File: src/rtl/baudgen.vh
// Shared baud-rate constants: clock cycles per bit period at a 12 MHz system clock.
`ifndef BAUDGEN_VH
`define BAUDGEN_VH
`define B115200 104
`define B57600  208
`define B38400  313
`define B19200  625
`define B9600   1250
`define B4800   2500
`endif

File: src/rtl/uart_rx_pkg.sv
// Common constants and helpers for the UART receiver.
package uart_rx_pkg;
    localparam int         DATA_BITS = 8;
    localparam logic [3:0] LAST_BIT  = 4'(DATA_BITS - 1);

    function automatic logic even_parity(input logic [DATA_BITS-1:0] d);
        return ^d;
    endfunction
endpackage

File: src/rtl/baudgen_rx.sv
// Receive-side baud tick: first pulse BAUD/2 cycles after clk_ena rises, then every BAUD cycles.
`include "baudgen.vh"
module baudgen_rx #(
    parameter int BAUD = `B115200
) (
    input  logic clk,
    input  logic clk_ena,
    output logic clk_out
);
    localparam int            CW   = (BAUD > 2) ? $clog2(BAUD) : 2;
    localparam logic [CW-1:0] HALF = CW'(BAUD / 2);
    localparam logic [CW-1:0] LAST = CW'(BAUD - 1);
    localparam logic [CW-1:0] ONE  = CW'(1);

    logic [CW-1:0] cnt;

    // Counter sits at 0 whenever disabled, so each enable restarts the half-bit offset.
    always_ff @(posedge clk) begin
        if (!clk_ena)
            cnt <= '0;
        else if (cnt == LAST)
            cnt <= '0;
        else
            cnt <= cnt + ONE;
    end

    assign clk_out = clk_ena && (cnt == HALF);
endmodule

File: src/rtl/uart_rx.sv
// 8-bit UART receiver, LSB first, one stop bit.
// Optional even parity bit when UART_RX_PARITY_EN is defined; otherwise perr is tied low.
`include "baudgen.vh"
module uart_rx
    import uart_rx_pkg::*;
#(
    parameter int BAUD = `B115200
) (
    input  logic       clk,
    input  logic       rst,
    input  logic       rx,
    output logic [7:0] data,
    output logic       rcv,
    output logic       ferr,
    output logic       perr
);
    // state     | meaning
    // IDLE      | line idle, waiting for rx_s low
    // START     | checking start bit at its mid-point
    // DATA      | shifting in 8 data bits
    // PARITY    | sampling the even-parity bit (parity build only)
    // STOP      | sampling the stop bit
    // DONE      | one cycle, rcv high with the new byte
    // WAIT_IDLE | line still low after the frame (break), wait for high
`ifdef UART_RX_PARITY_EN
    typedef enum logic [2:0] {IDLE, START, DATA, PARITY, STOP, DONE, WAIT_IDLE} state_t;
`else
    typedef enum logic [2:0] {IDLE, START, DATA, STOP, DONE, WAIT_IDLE} state_t;
`endif

    state_t                 state, next_state;
    logic                   rx_meta, rx_s;
    logic [DATA_BITS-1:0]   shift;
    logic [3:0]             bit_cnt;
    logic                   tick;
    logic                   clk_ena;

    baudgen_rx #(.BAUD(BAUD)) u_baudgen (
        .clk     (clk),
        .clk_ena (clk_ena),
        .clk_out (tick)
    );

`ifdef UART_RX_PARITY_EN
    assign clk_ena = (state == START) || (state == DATA) || (state == PARITY) || (state == STOP);
`else
    assign clk_ena = (state == START) || (state == DATA) || (state == STOP);
`endif

    always_ff @(posedge clk) begin
        if (!rst)
            state <= IDLE;
        else
            state <= next_state;
    end

    always_comb begin
        next_state = state;
        case (state)
            IDLE:      if (!rx_s) next_state = START;
            START:     if (tick) next_state = rx_s ? IDLE : DATA;
`ifdef UART_RX_PARITY_EN
            DATA:      if (tick && bit_cnt == LAST_BIT) next_state = PARITY;
            PARITY:    if (tick) next_state = STOP;
`else
            DATA:      if (tick && bit_cnt == LAST_BIT) next_state = STOP;
`endif
            STOP:      if (tick) next_state = DONE;
            DONE:      next_state = rx_s ? IDLE : WAIT_IDLE;
            WAIT_IDLE: if (rx_s) next_state = IDLE;
            default:   next_state = IDLE;
        endcase
    end

`ifdef UART_RX_PARITY_EN
    logic par_bit;
    logic perr_q;
    assign perr = perr_q;
`else
    assign perr = 1'b0;
`endif

    // Result registers load as DONE is entered, so data/ferr/perr are valid while rcv is high.
    always_ff @(posedge clk) begin
        if (!rst) begin
            rx_meta <= 1'b1;
            rx_s    <= 1'b1;
            shift   <= '0;
            bit_cnt <= '0;
            data    <= '0;
            rcv     <= 1'b0;
            ferr    <= 1'b0;
`ifdef UART_RX_PARITY_EN
            par_bit <= 1'b0;
            perr_q  <= 1'b0;
`endif
        end else begin
            rx_meta <= rx;
            rx_s    <= rx_meta;
            rcv     <= 1'b0;
            if (state == IDLE)
                bit_cnt <= '0;
            if (tick) begin
                case (state)
                    DATA: begin
                        shift   <= {rx_s, shift[DATA_BITS-1:1]};
                        bit_cnt <= bit_cnt + 4'd1;
                    end
`ifdef UART_RX_PARITY_EN
                    PARITY: par_bit <= rx_s;
`endif
                    STOP: begin
                        data <= shift;
                        ferr <= ~rx_s;
                        rcv  <= 1'b1;
`ifdef UART_RX_PARITY_EN
                        perr_q <= par_bit ^ even_parity(shift);
`endif
                    end
                    default: ;
                endcase
            end
        end
    end
endmodule

File: config.mk
export PLATFORM = sky130hd
export DESIGN_NAME = uart_rx
export DESIGN_NICKNAME = d
export VERILOG_FILES = /design/src/rtl/uart_rx_pkg.sv /design/src/rtl/baudgen_rx.sv /design/src/rtl/uart_rx.sv
export VERILOG_INCLUDE_DIRS = /design/src /design/src/rtl
export SDC_FILE = /design/constraint.sdc
export NUM_CORES = 1
export LEC_CHECK = 0
export BUFFER_PORTS_ARGS = -buffer_cell sky130_fd_sc_hd__buf_2
export CORE_MARGIN = 10
export CORE_UTILIZATION = 60
export CTS_BUF_LIST = sky130_fd_sc_hd__clkbuf_8
export CTS_CLUSTER_DIAMETER = 30
export CTS_CLUSTER_SIZE = 14
export DETAILED_ROUTE_END_ITERATION = 7
export GPL_ROUTABILITY_DRIVEN = 0
export PLACE_DENSITY_LB_ADDON = 0.3
export SYNTH_ARGS = -nofsm -noshare
export SYNTH_HDL_FRONTEND = slang
export SYNTH_SLANG_ARGS = --single-unit
File: constraint.sdc
create_clock -name clk -period 2.3 [get_ports clk]
set_input_delay 0.46 -clock clk [delete_from_list [all_inputs] [get_ports clk]]
set_output_delay 0.46 -clock clk [all_outputs]
set_load 0.02 [all_outputs]
==> results.yml <==
status:
  status: "finished, final reports clean"
synthesis:
  synth_cells: 160
  synth_edf_count: 0
  yosysMostFrequentCell: "dfxtp_1"
  ys_seq_area_share_pct: 45.8
  synth_nets: 166
  synth_top_cell_by_area: "dfxtp_1"
  ys_ff_latch: 34
  yosysWarnings: 0
  synth_top_area_share_pct: 45.8
  synth_commonest_cells: "dfxtp_1, nand2_1, mux2i_1"
  async_flop_share_pct: 0
  syn_area_um2: 1490
  syn-mean-instance-area_um2: 9.30
  synthTopCellsByArea: "dfxtp_1, mux2i_1, nand2_1"
  ys.flop_type: "dfxtp_1"
  ys_types: 43
sta:
  worst_slew_pin_slew_ns: 0.585
  tns_ns: 0
  fin_ws_ns: 0.688
  setup_viol: 0
  fin_hold_ws_ns: 0.360
  min_period_over_period_pct: 70.1
  finalHoldViolations: 0
  maxSlewViolCount: 0
  slew_headroom_pct: 60.7
  period_needed_ns: 1.61
  rsz0062_at_grt: "no"
  skew_ns: 0.00279
  max_freq_mhz: 620
final_layout:
  fin_area_um2: 1650
  antenna_cells: 0
  nets: 178
  finalNonFillerCells: 200
  drive_gt1_share_pct: 14.0
  syn2layout_area_growth_pct: 10.6
placement:
  dpl-instance-area_um2: 1570
  dp_cells: 193
  place.detailed.hpwl_mm: 2.01
  place.port_buffers: 12
  place_ws_ns: 0.715
run:
  maxCapViolCount: 0
cts:
  insertion_delay_ns: 0.28
  cts_buffer_depth: 2
  htreeDepth: 2
  post_cts_buffers: 0
  cts_hold_buf: 0
  cts.repair.resized: 0
  cts_tree: "done"
  clk_pin_slew_ns: 0.06
  cts_root_buffer: "clkbuf_8"
  cts_buffers: 5
  cts_sinks: 34
drt:
  firstDrtPassIters: 4
  num_vias: 1177
  wl_per_cell_um: 14.8
  routed_via_density: 5.89
  initialDrtViolationCount: 153
  routed_wl_mm: 2.96
  route.detailed.drc: 0
  ant_nets: 0
worst_setup_path:
  crit_path_end_kind: "register"
  r2r_slack_ns: 0.69
  cp.arrival_ns: 1.82
  critical_path_required_ns: 2.51
  r2r_end: "bit_cnt[3]$_SDFF_PN0_"
  crit_type: "register to register"
  rr_startpoint: "state[2]$_SDFFE_PN0P_"
  start_kind: "register"
  crit_fanout: 12
  reg2reg_depth: 3
grt:
  grt_usage_pct: 12.2
  grt_max_degree: 30
  grt_antenna_before_repair: 0
  grt_first_pass_wirelength_mm: 5.00
  grt_pass1_vias: 1189
  overflow: 0
power_and_ir_drop:
  power_density_nw_per_um2: 627
  peakVddDrop_mv: 0.488
  leakage_nw: 0.643
die:
  rows: 17
  ios: 14
  die_area_um2: 4870
  die_h_um: 69.8
  core_area_um2: 2280
  die_width_um: 69.8
  start_util_pct: 65.4
hold_path:
  hold_class: "primary input to register"
  min_path_cells: 2
  whs_endpoint: "rx_meta$_SDFF_PN1_"
  hp-start: "rx"
==> worst max-delay path by stage <==
stage	startpoint	to	slack, ns	cells past startpoint
floorplan	u_baudgen.cnt[0]$_SDFF_PP0_	bit_cnt[3]$_SDFF_PN0_	0.88	5
global placement	u_baudgen.cnt[0]$_SDFF_PP0_	bit_cnt[3]$_SDFF_PN0_	0.76	5
detailed placement	u_baudgen.cnt[0]$_SDFF_PP0_	shift[5]$_SDFFE_PN0P_	0.72	5
CTS	state[2]$_SDFFE_PN0P_	bit_cnt[3]$_SDFF_PN0_	0.70	3
global route	u_baudgen.cnt[0]$_SDFF_PP0_	data[6]$_SDFFE_PN0P_	0.54	6
finish	state[2]$_SDFFE_PN0P_	bit_cnt[3]$_SDFF_PN0_	0.69	3
==> state kept, by name (all words and copies together), names as in the netlist <==
signal         flops
bit_cnt            4
data               8
ferr               1
rcv                1
rx_meta            1
rx_s               1
shift              8
state              3
u_baudgen.cnt      7
==> routing by layer <==
metal / track usage (%) / vias up / share of wire, %
met1: 12.8 / 551 / 47
met2: 20.0 / 35 / 46
met5: 0 / - / 0
met4: 7.17 / 0 / 1.6
met3: 4.99 / 10 / 5.2
li1: - / 581 / -
==> critical path, cell delays in order, from the launching register on <==
cell	delay (ns)
dfxtp_1	0.41
or4b_1	0.55
or4_1	0.40
a31oi_1	0.17
==> power breakdown <==
group | total (mW) | internal (mW) | switching [mW] | leakage, nW
sequential | 0.598 | 0.593 | 0.00507 | 0.274
combinational | 0.0288 | 0.00901 | 0.0198 | 0.327
clock | 0.404 | 0.203 | 0.202 | 0.0414
==> logic make-up after synthesis <==
logic type | count (synthesis) | share of synthesized area (%)
and+or+nand+nor | 63 | 22.6
DFF | 34 | 45.8
AOI/OAI and AO/OA | 22 | 10.9
muxes | 17 | 11.4
buffers and inverters | 17 | 4.71
adders and majority gates | 3 | 2.52
xor gates and xnor gates | 3 | 1.77
other | 1 | 0.252
==> cell usage in the layout (no fill, tap or decap), drive strengths merged, types with 2 or more instances in the layout <==
cell and n:
a21oi 2, a31oi 2, buf 16, clkbuf 5
dfxtp 34, ha 3, inv 7, mux2i 17
nand2 24, nand2b 7, nand3 6, nand4 5
nand4b 2, nor2 7, nor3 2, o2111ai 2
o21a 2, o21ai 3, o221ai 2, o31ai 2
xor2 2
==> cell type report <==
| cell class | instances | area (µm²) |
|---|---|---|
| multi-input cells | 109 | 737 |
| flip-flops and latches | 34 | 681 |
| fillers | 152 | 631 |
| clock inverters | 2 | 11.3 |
| clock buffers | 5 | 68.8 |
| well taps | 28 | 35.0 |
| inverters | 6 | 22.5 |
| repair buffers | 16 | 90.1 |
==> per-stage QoR <==
stage / total power, mW / utilization (%)
2_1_floorplan: 0.632 / -
3_3_place_gp: 0.638 / 68.8
3_5_place_dp: 0.639 / 68.8
4_1_cts: 1.04 / 72.3
5_1_grt: 1.07 / 72.3
6_report: 1.03 / 72.3
Note: power is estimated with default switching activity, not from simulation.
